File: config.mk
export PLATFORM = sky130hd
export DESIGN_NAME = mccoy_prog_driver
export DESIGN_NICKNAME = d
export VERILOG_FILES = /design/src/rtl/mccoy_pkg.sv /design/src/rtl/mccoy_prog_buf.sv /design/src/rtl/mccoy_prog_driver.sv
export SDC_FILE = /design/constraint.sdc
export NUM_CORES = 1
export LEC_CHECK = 0
export ABC_AREA = 1
export CAP_MARGIN = 25
export CORE_ASPECT_RATIO = 2
export CORE_MARGIN = 8
export CORE_UTILIZATION = 50
export DETAILED_ROUTE_END_ITERATION = 8
export MAX_ROUTING_LAYER = met4
export PLACE_DENSITY = 0.78
export SLEW_MARGIN = 15
export SYNTH_ARGS = -nofsm -noshare
export SYNTH_HDL_FRONTEND = slang
export SYNTH_SLANG_ARGS = --single-unit
File: constraint.sdc
create_clock -name clk -period 2.54 [get_ports clk]
set_clock_uncertainty 0.2 [all_clocks]
set_input_delay 0.508 -clock clk [delete_from_list [all_inputs] [get_ports clk]]
set_output_delay 0.508 -clock clk [all_outputs]
set_load 0.02 [all_outputs]
File: src/rtl/mccoy_pkg.sv
// rtl/mccoy_pkg.sv - shared constants and state type for the McCoy program driver
package mccoy_pkg;
  localparam int INSTR_W = 6;
  localparam int OUT_W   = 8;

  localparam logic [INSTR_W-1:0] NOP = '0;

  typedef enum logic [1:0] {
    IDLE = 2'd0,
    RUN  = 2'd1,
    DONE = 2'd2
  } state_e;
endpackage

File: src/rtl/mccoy_prog_buf.sv
// rtl/mccoy_prog_buf.sv - program storage, synchronous write, combinational read
module mccoy_prog_buf
  import mccoy_pkg::*;
#(
  parameter int DEPTH  = 16,
  parameter int ADDR_W = $clog2(DEPTH)
) (
  input  logic               clk_i,
  input  logic               we_i,
  input  logic [ADDR_W-1:0]  waddr_i,
  input  logic [INSTR_W-1:0] wdata_i,
  input  logic [ADDR_W-1:0]  raddr_i,
  output logic [INSTR_W-1:0] rdata_o
);
  logic [INSTR_W-1:0] mem_q [DEPTH];

  always_ff @(posedge clk_i) begin
    if (we_i) begin
      mem_q[waddr_i] <= wdata_i;
    end
  end

  assign rdata_o = mem_q[raddr_i];
endmodule

File: src/rtl/mccoy_prog_driver.sv
// rtl/mccoy_prog_driver.sv - loads a short program and replays it onto the core instruction bus
module mccoy_prog_driver
  import mccoy_pkg::*;
#(
  parameter  int DEPTH  = 16,
  parameter  int HOLD   = 1,
  localparam int ADDR_W = $clog2(DEPTH)
) (
  input  logic               clk,
  input  logic               reset,
  input  logic               wr_valid,
  input  logic [INSTR_W-1:0] wr_data,
  output logic               wr_ready,
  input  logic               start,
  input  logic               abort,
  input  logic               clear,
  output logic [INSTR_W-1:0] instr,
  input  logic [OUT_W-1:0]   cpu_out,
  output logic [OUT_W-1:0]   result,
  output logic               result_valid,
  output logic               busy,
  output logic               done,
  output logic [ADDR_W:0]    prog_len
);
  localparam int HC_W = (HOLD > 1) ? $clog2(HOLD) : 1;

  state_e             state_q, state_d;
  logic [ADDR_W:0]    idx_q, idx_d, len_q, len_d, nxt_idx;
  logic [HC_W-1:0]    hc_q, hc_d;
  logic [INSTR_W-1:0] instr_q, instr_d, rdata;
  logic [OUT_W-1:0]   result_q, result_d;
  logic               rv_q, rv_d, wr_fire;

  assign nxt_idx  = idx_q + (ADDR_W+1)'(1);
  assign wr_ready = reset && (state_q == IDLE) && (len_q < (ADDR_W+1)'(DEPTH)) && !start && !clear;
  assign wr_fire  = wr_valid && wr_ready;

  // In IDLE the read port looks at entry 0 so start can load it; in RUN it looks one ahead.
  mccoy_prog_buf #(.DEPTH(DEPTH), .ADDR_W(ADDR_W)) u_buf (
    .clk_i   (clk),
    .we_i    (wr_fire),
    .waddr_i (len_q[ADDR_W-1:0]),
    .wdata_i (wr_data),
    .raddr_i ((state_q == RUN) ? nxt_idx[ADDR_W-1:0] : '0),
    .rdata_o (rdata)
  );

  always_comb begin
    state_d  = state_q;
    idx_d    = idx_q;
    hc_d     = hc_q;
    len_d    = len_q;
    instr_d  = instr_q;
    result_d = result_q;
    rv_d     = 1'b0;
    case (state_q)
      IDLE: begin
        instr_d = NOP;
        if (start) begin
          idx_d = '0;
          hc_d  = '0;
          if (len_q == '0) begin
            state_d = DONE;
          end else begin
            state_d = RUN;
            instr_d = rdata;
          end
        end else if (clear) begin
          len_d = '0;
        end else if (wr_fire) begin
          len_d = len_q + (ADDR_W+1)'(1);
        end
      end
      RUN: begin
        if (hc_q == HC_W'(HOLD - 1)) begin
          result_d = cpu_out;
          rv_d     = 1'b1;
          hc_d     = '0;
          if (idx_q == len_q - (ADDR_W+1)'(1)) begin
            state_d = DONE;
            instr_d = NOP;
          end else begin
            idx_d   = nxt_idx;
            instr_d = rdata;
          end
        end else begin
          hc_d = hc_q + HC_W'(1);
        end
        // Abort still lets a coinciding end-of-step sample through.
        if (abort) begin
          state_d = DONE;
          instr_d = NOP;
        end
      end
      DONE: begin
        state_d = IDLE;
        instr_d = NOP;
      end
      default: begin
        state_d = IDLE;
        instr_d = NOP;
      end
    endcase
  end

  always_ff @(posedge clk) begin
    if (!reset) begin
      state_q  <= IDLE;
      idx_q    <= '0;
      hc_q     <= '0;
      len_q    <= '0;
      instr_q  <= NOP;
      result_q <= '0;
      rv_q     <= 1'b0;
    end else begin
      state_q  <= state_d;
      idx_q    <= idx_d;
      hc_q     <= hc_d;
      len_q    <= len_d;
      instr_q  <= instr_d;
      result_q <= result_d;
      rv_q     <= rv_d;
    end
  end

  assign instr        = instr_q;
  assign result       = result_q;
  assign result_valid = rv_q;
  assign busy         = (state_q == RUN);
  assign done         = (state_q == DONE);
  assign prog_len     = len_q;
endmodule

==> results.txt <==
Initial drt markers - 313
Library cells used by synthesis - 23
CP max stage delay - 0.48 ns
Die W - 88.3 um
Final Cycle Share - 94.0%
P&R area growth vs syn - 23.4%
Commonest non-fill, non-tap cell in the layout - nand2_1
Slowest-stage cell, CP - clkdlybuf4s50_1
Minimum hold slack - 0.287 ns
Uppermost layer routed - met4
CTS tree - built
Overall Power - 4590 uW
Final ANT Viol Nets - 0
Global route overflow - 0
Post-synthesis sequential area ratio - 65.6%
I/O Pins - 43
I/O Buffers - 42
CTS Buf Count - 17
Slew HR - 51.4%
Leakage - 0.00254 uW
Met2 wire len - 6550 um
CTS sink count - 123
Crit-path max FO - 2
GR Util All Layers - 19.4%
Kind of critical path - in -> out
Layout cell share with drive strength beyond 1 - 10.8%
Post-synth top area share - 55.2%
DP Wirelength - 8170 um
Final GP Congestion - 0.894
Initial antenna violation count - 0
Number of synthesized register bits - 123
Startpoint types - primary input
Worst VDD drop - 625 uV
Tmin final - 2.39 ns
Vias in the first global route - 3967
Largest area contributor in the netlist - edfxtp_1
Max-cap violations - 0
Met3 WL post-DR - 618 um
RSZ-0062 raised after global routing - false
Critical Path AT - 1.68 ns
Longest Clk Path Bufs - 2
Most frequent cells in the layout - 154 x nand2_1, 99 x nand3_1, 96 x edfxtp_1
Largest cells by area after synthesis - edfxtp_1 55%, nand2_1 11%, dfxtp_1 10%
Final setup fails - 0
Final #Nets - 613
Mapped Area - 5220 um2
Initial Util - 50.5%
Post-route DRC - 0
CTS clk-pin slew, worst paths - 0.05 ns
Drt via density - 5.37
Syn nets - 544
# rows - 53
WL/cell - 16.6 um
Total Neg Setup Slack - 0 ns
Worst endpoint required time - 1.83 ns
Worst-path cell chain - clkdlybuf4s50_1, inv_1, nor4_4, dlygate4sd2_1
Die height - 161 um
ANT cells - 0
Final hold vios - 0
CP Capture Type - output pin
Status - complete, no violations
Power per cell area - 713 nW/um2
M1 WL - 4630 um
Root Driver - clkbuf_16
Core Footprint - 10300 um2
Fmax - 419 MHz
Clock latency on the worst-skew pair - 0.41 ns
Via Count - 3961
Syn. warnings - 0
WL final - 12200 um
Pre-Repair DR Iteration Count - 6
Die ar. - 14200 um2
Slew Viols, Final - 0
Largest net degree at the start of global routing - 49
CTS H-Tree Depth - 4
Syn Inst Count - 519
First-pass GRT wire length - 20000 um
Avg Synthesized Cell Area - 10.1 um2
Worst hold path type - reg -> reg
Cts hold-fix bufs - 0
Slew of the pin with the lowest slew margin - 0.727 ns
==> synth_stat cells <==
library cell	n
dfxtp_1	27
inv_2	4
nand3_2	1
a21oi_1	7
o21ai_0	10
nand2_2	3
and3_1	1
nand3b_1	1
buf_4	3
buf_2	7
nor3_1	1
buf_6	4
nand2_1	154
nor4_4	1
nor2_1	61
clkbuf_1	5
nor3_4	1
nor2_2	2
ha_1	5
nand3_1	99
edfxtp_1	96
inv_1	24
nor2_4	2
==> power breakdown <==
group | switching, uW | total [uW] | internal, uW
combinational | 129 | 207 | 78.2
clock | 778 | 2180 | 1410
sequential | 17.2 | 2200 | 2190
total | 925 | 4590 | 3670
==> worst max-delay path: cells and delay by family <==
family                 cells  cell delay, ns
AND/OR/NAND/NOR            1            0.22
buffers and inverters      3            0.94
==> flip-flops by register name (all words and copies together) (netlist names) <==
register,count
prog_len,5
result,8
instr,6
idx_q,5
state_q,2
result_valid,1
u_buf.mem_q,96
==> stage by stage <==
step	setup WS (ns)	area, um2	instances	util [%]
2_1_floorplan	0.347	5220	519	-
3_3_place_gp	-0.110	5910	706	57.1
3_5_place_dp	-0.135	5910	706	57.1
4_1_cts	0.146	6440	737	62.3
5_1_grt	0.0789	6440	737	62.3
6_report	0.153	6440	737	62.3
==> worst paths after layout <==
kind	endpoint	startpoint	slack (ns)	depth (start not counted)
max	wr_ready	reset	0.15	4
min	result[0]	result[0]	0.29	2
max reg2reg	instr[3]	state_q[0]	0.36	9
min reg2reg	result[0]	result[0]	0.29	2
==> layer usage <==
layer | global-route usage, % | vias up
li1 | - | 1903
met1 | 20.8 | 1875
met2 | 31.6 | 145
met3 | 5.17 | 38
met4 | 10.1 | 0
met5 | - | -
==> cells by family after synthesis <==
logic type	after synthesis	share of synthesized area, %
compound gates	17	1.63
fa+ha+maj	5	1.20
simple gates	327	27.3
buf+inv	47	4.34
flops	123	65.6
==> final cells by class <==
class / count / area, um2
fillers: 839 / 3900
flip-flops and latches: 123 / 3420
multi-input cells: 349 / 1570
repair buffers: 69 / 633
clock buffers: 19 / 433
well taps: 137 / 171
clock inverters: 12 / 106
inverters: 28 / 105
==> repair_timing <==
item / in CTS / in global routing
buffers inserted: 0 / 0
resized for setup: 2 / 0
hold endpoints to repair: 0 / 0
endpoints found under the setup margin: 2 / 0
Note: power is estimated with default switching activity, not from simulation.
